$ cat config.mk
export PLATFORM = sky130hd
export DESIGN_NAME = alu_op_sequencer
export DESIGN_NICKNAME = d
export VERILOG_FILES = /design/src/rtl/alu_op_seq_pkg.sv /design/src/rtl/alu_op_seq_timer.sv /design/src/rtl/alu_op_sequencer.sv
export SDC_FILE = /design/constraint.sdc
export NUM_CORES = 1
export LEC_CHECK = 0
export ABC_AREA = 1
export CAP_MARGIN = 10
export CORE_MARGIN = 3
export CORE_UTILIZATION = 45
export CTS_BUF_LIST = sky130_fd_sc_hd__clkbuf_4
export DETAILED_ROUTE_END_ITERATION = 8
export GPL_TIMING_DRIVEN = 0
export PLACE_DENSITY = 0.77
export SLEW_MARGIN = 0
export SYNTH_ARGS = -nofsm -noshare
export SYNTH_HDL_FRONTEND = slang
export SYNTH_HIERARCHICAL = 1
export SYNTH_SLANG_ARGS = --single-unit
$ cat constraint.sdc
create_clock -name clk -period 1.6 [get_ports clk]
set_input_delay 0.32 -clock clk [delete_from_list [all_inputs] [get_ports clk]]
set_output_delay 0.32 -clock clk [all_outputs]
set_load 0.02 [all_outputs]
$ cat src/rtl/alu_op_seq_pkg.sv
// rtl/alu_op_seq_pkg.sv - shared types and constants for the ALU op sequencer
package alu_op_seq_pkg;

  typedef enum logic [1:0] {
    IDLE = 2'd0,
    WAIT = 2'd1,
    HOLD = 2'd2
  } state_e;

  localparam logic [1:0] OP_ADD = 2'd0;
  localparam logic [1:0] OP_SUB = 2'd1;
  localparam logic [1:0] OP_MUL = 2'd2;
  localparam logic [1:0] OP_DIV = 2'd3;

  // MUL and DIV need unit_done; ADD and SUB finish in one cycle
  localparam logic [3:0] DEFAULT_MULTI_MASK = 4'b1100;

endpackage

$ cat src/rtl/alu_op_seq_timer.sv
// rtl/alu_op_seq_timer.sv - clearable wait-cycle counter with terminal-count flag
module alu_op_seq_timer
  import alu_op_seq_pkg::*;
#(
  parameter int TIMEOUT = 64
) (
  input  logic clk,
  input  logic reset_n,
  input  logic i_clr,
  input  logic i_en,
  output logic o_tc
);

  localparam int W = $clog2(TIMEOUT + 1);

  logic [W-1:0] r_count;

  // count cycles spent waiting; held at zero whenever the sequencer is not waiting
  always_ff @(posedge clk) begin
    if (!reset_n) begin
      r_count <= '0;
    end else if (i_clr) begin
      r_count <= '0;
    end else if (i_en) begin
      r_count <= r_count + 1'b1;
    end
  end

  assign o_tc = (r_count == W'(TIMEOUT - 1));

endmodule

$ cat src/rtl/alu_op_sequencer.sv
// rtl/alu_op_sequencer.sv - ALU op sequencer top; ALU_OP_SEQ_PERF_CNT_EN adds perf counters
module alu_op_sequencer
  import alu_op_seq_pkg::*;
#(
  parameter int                     OP_W       = 2,
  parameter logic [2**OP_W-1:0]     MULTI_MASK = (2**OP_W)'(DEFAULT_MULTI_MASK),
  parameter int                     TIMEOUT    = 64
) (
  input  logic                 clk,
  input  logic                 reset_n,
  input  logic                 op_valid,
  output logic                 op_ready,
  input  logic [OP_W-1:0]      op_code,
  input  logic                 abort,
  output logic [2**OP_W-1:0]   unit_start,
  input  logic [2**OP_W-1:0]   unit_done,
  output logic [2**OP_W-1:0]   select,
  output logic                 res_valid,
  input  logic                 res_ready,
  output logic [OP_W-1:0]      res_op,
  output logic                 timeout_err,
  output logic                 busy
`ifdef ALU_OP_SEQ_PERF_CNT_EN
  ,
  output logic [31:0]          perf_ops,
  output logic [15:0]          perf_timeouts
`endif
);

  localparam int NUM_OPS = 2**OP_W;

  state_e              r_state, w_state_nxt;
  logic [OP_W-1:0]     r_cur_op, w_cur_op_nxt;
  logic                r_timeout_err, w_timeout_err_nxt;
  logic [NUM_OPS-1:0]  r_unit_start, w_unit_start_nxt;
  logic [NUM_OPS-1:0]  w_op_onehot;
  logic [NUM_OPS-1:0]  w_cur_onehot;
  logic                w_accept;
  logic                w_done;
  logic                w_timer_tc;
  logic                w_timer_clr;
  logic                w_res_valid;

  assign w_op_onehot  = {{(NUM_OPS-1){1'b0}}, 1'b1} << op_code;
  assign w_cur_onehot = {{(NUM_OPS-1){1'b0}}, 1'b1} << r_cur_op;

  assign op_ready = reset_n & ~abort &
                    ((r_state == IDLE) | ((r_state == HOLD) & res_ready));
  assign w_accept = op_valid & op_ready;

  // only the unit that was started can complete the current op
  assign w_done = unit_done[r_cur_op];

  // timer restarts from zero on every entry into WAIT
  assign w_timer_clr = (r_state != WAIT) | abort;

  generate
    if (TIMEOUT != 0) begin : g_timer
      alu_op_seq_timer #(
        .TIMEOUT (TIMEOUT)
      ) u_timer (
        .clk     (clk),
        .reset_n (reset_n),
        .i_clr   (w_timer_clr),
        .i_en    (r_state == WAIT),
        .o_tc    (w_timer_tc)
      );
    end else begin : g_no_timer
      assign w_timer_tc = 1'b0;
    end
  endgenerate

  // next-state decode: abort first, then done-before-timeout, then accept of a new op
  always_comb begin
    w_state_nxt       = r_state;
    w_cur_op_nxt      = r_cur_op;
    w_timeout_err_nxt = r_timeout_err;
    w_unit_start_nxt  = '0;
    if (abort) begin
      w_state_nxt       = IDLE;
      w_timeout_err_nxt = 1'b0;
    end else begin
      case (r_state)
        IDLE: begin
          w_state_nxt = IDLE;
        end
        WAIT: begin
          if (w_done) begin
            w_state_nxt       = HOLD;
            w_timeout_err_nxt = 1'b0;
          end else if (w_timer_tc) begin
            w_state_nxt       = HOLD;
            w_timeout_err_nxt = 1'b1;
          end
        end
        HOLD: begin
          if (res_ready) begin
            w_state_nxt       = IDLE;
            w_timeout_err_nxt = 1'b0;
          end
        end
        default: begin
          w_state_nxt = IDLE;
        end
      endcase
      // accept only happens from IDLE or a draining HOLD, so it overrides those moves
      if (w_accept) begin
        w_cur_op_nxt      = op_code;
        w_timeout_err_nxt = 1'b0;
        if (MULTI_MASK[op_code]) begin
          w_state_nxt      = WAIT;
          w_unit_start_nxt = w_op_onehot;
        end else begin
          w_state_nxt = HOLD;
        end
      end
    end
  end

  // control state registers
  always_ff @(posedge clk) begin
    if (!reset_n) begin
      r_state       <= IDLE;
      r_cur_op      <= '0;
      r_timeout_err <= 1'b0;
      r_unit_start  <= '0;
    end else begin
      r_state       <= w_state_nxt;
      r_cur_op      <= w_cur_op_nxt;
      r_timeout_err <= w_timeout_err_nxt;
      r_unit_start  <= w_unit_start_nxt;
    end
  end

  assign w_res_valid = (r_state == HOLD);
  assign res_valid   = w_res_valid;
  assign res_op      = r_cur_op;
  assign timeout_err = r_timeout_err;
  assign unit_start  = r_unit_start;
  assign select      = (r_state == IDLE) ? '0 : w_cur_onehot;
  assign busy        = (r_state != IDLE);

`ifdef ALU_OP_SEQ_PERF_CNT_EN
  logic [31:0] r_perf_ops;
  logic [15:0] r_perf_timeouts;

  // count result transfers and those that carried a timeout; both wrap
  always_ff @(posedge clk) begin
    if (!reset_n) begin
      r_perf_ops      <= '0;
      r_perf_timeouts <= '0;
    end else if (w_res_valid & res_ready) begin
      r_perf_ops <= r_perf_ops + 32'd1;
      if (r_timeout_err) begin
        r_perf_timeouts <= r_perf_timeouts + 16'd1;
      end
    end
  end

  assign perf_ops      = r_perf_ops;
  assign perf_timeouts = r_perf_timeouts;
`endif

endmodule

=== Yosys cells after proc, flatten, opt, wreduce, memory -nomap -nowiden ===
Cells that the tools add are included.

* $add $sub $neg: 1
* $mul: 0
* Divide/modulo/power cells: 0
* $lt $le $gt $ge: 2
* Equal/unequal tests: 8
* Shift operators: 2
* Muxes and demuxes: 15
* Bitwise operators: 10
* Reduce and logical (&&, ||, !) cells: 10

{| class="wikitable"
|+ Operator list
! cell !! count
|-
| 2-bit 2-to-1 mux || 5
|-
| 1-bit by 2-bit << shifter with 4-bit output (first input constant) || 2
|-
| 7-bit by 1-bit adder with 7-bit output (second input constant) || 1
|-
| 7-bit by 6-bit equality test with 1-bit output (second input constant) || 1
|-
| 2-bit by 3-bit < comparator with 1-bit output (second input constant) || 2
|-
| 1-bit 2-to-1 mux || 5
|-
| 1-bit AND || 4
|-
| 1-bit binary-select mux with 2-bit select || 2
|-
| 4-bit 2-to-1 mux || 1
|-
| 2-bit by 1-bit inequality test with 1-bit output (second input constant) || 2
|-
| 4-bit inequality test (second input constant) || 1
|-
| 1-bit inverter || 4
|-
| 2-bit case mux with 2 select lines || 1
|-
| 2-bit AND reduction || 2
|-
| 2-bit nonzero test || 2
|-
| 2-bit OR reduction || 2
|-
| 4-bit OR reduction || 1
|-
| 3-bit by 1-bit inequality test with 1-bit output (second input constant) || 1
|-
| 3-bit inequality test (second input constant) || 1
|-
| 3-bit AND reduction || 1
|-
| 3-bit OR reduction || 1
|-
| 2-bit by 1-bit equality test with 1-bit output (second input constant) || 1
|-
| 2-bit equality test (second input constant) || 1
|-
| 2-bit logical NOT || 1
|-
| other kinds (2) || 3
|}

* Register bits: 16
* Latch bits: 0
* Bits in writable memories: 0
* Memory bits (read-only): 0
* Input port bits: 11
* Output and inout bits: 14
* Word-level logic and storage cells: 53
* Memories: 0

=== Depth between registers and ports, before layout ===
* Depth after elaboration: 7
* Depth in mapped cells: 10
* Mapped depth without buffers: 10

=== By module ===
Netlist, hierarchy kept.

{| class="wikitable"
|+ Modules (own cells, without submodules)
! module !! times used !! cells an instance !! area each (µm²) !! sequential area each (µm²)
|-
| alu_op_sequencer || 1 || 66 || 485.5 || 180.2
|-
| alu_op_seq_timer || 1 || 47 || 325.3 || 140.1
|}

=== Worst setup path before layout ===
OpenSTA, ideal clock, no wires.

* Path kind: reg2reg
* From: register r_state[0]
* To: register r_state[1]
* Library setup time: 0.110 ns
* Arrival time: 1.415 ns
* Data required time: 1.490 ns
* Setup slack: 0.075 ns
* Stages on the path, launching flop included: 9
* Buffers on the path: 0
* Clock period less this slack: 1.525 ns
* Cells stage by stage: dfxtp_1 > inv_1 > ha_1 > nand2_1 > a21oi_4 > nand3_4 > and2_1 > nand3_1 > inv_1

* Word-level cells in the longest chain between the ends: 7
* Elaborated cells on any way between the ends: 12
* Classes of those cells: eq/ne: 4; mux: 2; bitwise: 4; reduce/logical: 2

{| class="wikitable"
|+ Ends and longest elaborated chain
! item !! RTL line !! RTL
|-
| start: declaration || alu_op_sequencer.sv:32 || <nowiki>state_e r_state, w_state_nxt;</nowiki>
|-
| start signal: assignment || alu_op_sequencer.sv:128 || <nowiki>r_state <= w_state_nxt;</nowiki>
|-
| 2-bit equality test * || n/a ||
|-
| named net res_valid || alu_op_sequencer.sv:18 || <nowiki>output logic res_valid,</nowiki>
|-
| 1-bit AND * || alu_op_sequencer.sv:48 || <nowiki>((r_state == IDLE) | ((r_state == HOLD) & res_ready));</nowiki>
|-
| 1-bit bitwise OR * || alu_op_sequencer.sv:48 ||
|-
| 1-bit AND * || alu_op_sequencer.sv:47 || <nowiki>assign op_ready = reset_n & ~abort &</nowiki>
|-
| named net op_ready || alu_op_sequencer.sv:12 || <nowiki>output logic op_ready,</nowiki>
|-
| 1-bit AND * || alu_op_sequencer.sv:49 || <nowiki>assign w_accept = op_valid & op_ready;</nowiki>
|-
| 4-bit inequality test (no source line) or 3-bit by 1-bit inequality test with 1-bit output (tied branches) || n/a ||
|-
| 2-bit AND reduction (no source line) || n/a ||
|}

Mark *: on every way through the listed nets, which the timed path passes. The rest lies on a longest branch.
A chain may end at the register's enable or synchronous reset.

=== Final worst setup path ===
* From: register r_state[0]
* To: output port select[2]

* Word-level cells in the longest chain between the ends: 2

{| class="wikitable"
|+ Ends and longest elaborated chain
! item !! RTL line !! RTL
|-
| 2-bit logical NOT || alu_op_sequencer.sv:140 || <nowiki>assign select = (r_state == IDLE) ? '0 : w_cur_onehot;</nowiki>
|-
| 4-bit 2-to-1 mux || alu_op_sequencer.sv:140 ||
|-
| end: declaration || alu_op_sequencer.sv:17 || <nowiki>output logic [2**OP_W-1:0] select,</nowiki>
|}

Every way passes these cells.

==> summary.txt <==
Sw Pwr - 0.197 mW
PwrDens - 640 nW/um^2
Top Metal Used - met4
FF+latch count, synth - 16
Setup crit start - r_state[0]
WL per Instance - 11.5 um
final WL - 1920 um
CTS Buffer Depth - 2
Synth warnings - 6
CTS tree - built
root buf cell - clkbuf_4
RSZ-0062 raised after global routing - yes
total clock sinks - 16
core area - 1590 um^2
Worst Hold Class - in2reg
grt ovf - 0
largest net degree at the start of global routing - 10
Vias - 789
area leader, netlist - dfxtp_1
Crit Path Class - reg2out
Arr. time, crit path - 1250 ps
cell internal pwr - 0.546 mW
boundary pin count - 25
chip width - 48.4 um
Pleak - 0.492 nW
final period utilization - 0.982
nets - 159
Area Overhead vs Synth - 43.2%
Critical Path RT - 1280 ps
Post-Place Worst Slack - -620 ps
port buffer count - 24
Syn Inst Count - 113
Post-CTS Hold Fix Bufs - 0
status - completed
hold path cells - 4
Synth top area share - 0.395
Setup crit start kind - flip-flop
min cycle time layout - 1570 ps
Num CTS Buffers - 3
vias in the first global route - 769
iteration count of the initial detailed-routing pass - 4
Die Y - 48.4 um
Flop pwr share - 0.551
Clk pin slew, worst setup/hold paths - 90 ps
post-synthesis cell area - 811 um^2
crit path max fanout - 5
antenna violations before repair - 0
Peak VDD IR - 887 uV
fmax - 637 MHz
power consumption - 0.743 mW
final number of hold-violating endpoints - 0
die area - 2350 um^2
syn_area_per_cell - 7.18 um^2
Net Sw Frac - 0.265
Worst setup EP type - primary output
Finished Core Util - 0.728
final setup vio count - 0
GR Util All Layers - 0.177
setup slack after layout - 29.3 ps
num rows - 14
Max Slew Vio Count - 0
Clock Skews - 9.29 ps
register area share after synthesis - 0.395
initial core utilization - 0.509
Gate power share - 0.146
Worst R2R Path Depth - 7
post-synth cell types - 19
number of H-tree levels - 1
post-DP HPWL - 1430 um
max-cap viol count - 0
Min-Delay Endpoint - timeout_err
first-pass GRT wire length - 3310 um
hold path start - abort
Skew-Pair Late Insertion Delay - 290 ps
WL met3 - 131 um
clock share of power - 0.302
Worst R2R Setup Slack - 90 ps
n_diodes - 0
# fillers - 138
proportion of layout cells with a drive suffix above 1 - 0.245
ANT nets after route - 0
FF-to-FF End - g_timer.u_timer/r_count[1]
Routed met1 length - 847 um
DRC Markers - 0
drt via density - 4.72
GPL Wtd Cong - 0.869
1st-iter DRT viols - 18
Area contributors post-synth - dfxtp_1, nand2_1, nor2_1, ha_1, inv_1
worst r2r src - r_state[1]
met2 wire length - 925 um
-- timing repair --
action / in CTS / in global routing
setup endpoints to repair: 15 / 8
pin swaps: 0 / 3
resized for setup: 42 / 14
setup buffers: 1 / 0
-- worst max-delay path, stage by stage, from the launching register on --
cell and delay, ps:
dfxtp_2 390, inv_4 60, ha_4 180, nor3_1 170, buf_4 170
-- metrics by stage --
stage / cell area, um^2 / hold WS, ps / instances / setup TNS (ps)
floorplan: 815 / 392 / 114 / 0
global placement: 1080 / 454 / 162 / -1960
detailed placement: 1080 / 469 / 162 / -2290
CTS: 1120 / 452 / 167 / -7.59
global route: 1160 / 396 / 167 / -38.5
finish: 1160 / 378 / 167 / 0
-- synthesized netlist by cell type --
cell type / n
nor2_2: 2
dfxtp_1: 16
nand2_2: 2
nor3_1: 4
nor2_1: 14
inv_2: 4
inv_1: 13
a21oi_4: 1
and2_1: 1
ha_1: 4
nand4_1: 1
nor2_4: 2
nand3_4: 1
nand2_1: 25
or2_2: 2
a21oi_1: 7
o21ai_0: 4
nand3_1: 9
conb_1: 1
-- kinds of logic after synthesis --
logic type,count (synthesis),share of synthesized area
and+or+nand+nor,63,0.372
other,1,0.00463
buffers and inverters,17,0.0787
AOI/OAI and AO/OA,12,0.0880
DFF,16,0.395
adders and majority gates,4,0.0617
-- registers in the layout, summed over array words and instances, names as in the netlist --
name                     cells
res_op                       2
g_timer.u_timer/r_count      7
unit_start                   4
timeout_err                  1
r_state                      2
-- power groups by stage --
| stage | Clock (mW) | Sequential (mW) | Combinational, mW |
|---|---|---|---|
| floorplan | 0 | 0.426 | 0.0410 |
| global placement | 0 | 0.419 | 0.102 |
| detailed placement | 0 | 0.419 | 0.104 |
| CTS | 0.226 | 0.410 | 0.106 |
| global route | 0.249 | 0.411 | 0.118 |
| finish | 0.225 | 0.410 | 0.109 |
-- layout by cell type (no fill, tap or decap), drive strengths merged --
cell / count
conb: 2
or2: 2
nand4: 1
a21oi: 8
inv: 17
nor2: 18
buf: 7
ha: 4
clkdlybuf4s50: 13
and2: 1
dfxtp: 16
clkdlybuf4s15: 1
dlymetal6s2s: 1
clkbuf: 3
nand2: 27
clkinv: 1
nand3: 10
o21ai: 4
nor3: 4
dlygate4sd2: 3
-- per-layer routing --
metal | vias to the layer above | GRT usage
li1 | 414 | -
met1 | 351 | 0.199
met2 | 22 | 0.319
met3 | 2 | 0.0706
met4 | 0 | 0.0284
met5 | - | 0
-- how the worst max path moves through the flow --
stage                 endpoint  slack, ps  cells after the start
global route          op_ready        -20                      5
CTS                   op_ready         -8                      5
detailed placement    op_ready       -620                      6
floorplan           r_state[1]         80                      8
finish               select[2]         30                      4
global placement      op_ready       -600                      6
-- layout make-up --
type	instances	area, um^2	share of cell area
multi-input combinational	81	480	0.414
timing repair buffer	25	230	0.198
clock buffer	3	22.5	0.0194
sequential	16	325	0.280
inverter	17	68.8	0.0593
tap	24	30.0	0.0259
clock inverter	1	3.75	0.00323
Note: power is estimated with default switching activity, not from simulation.
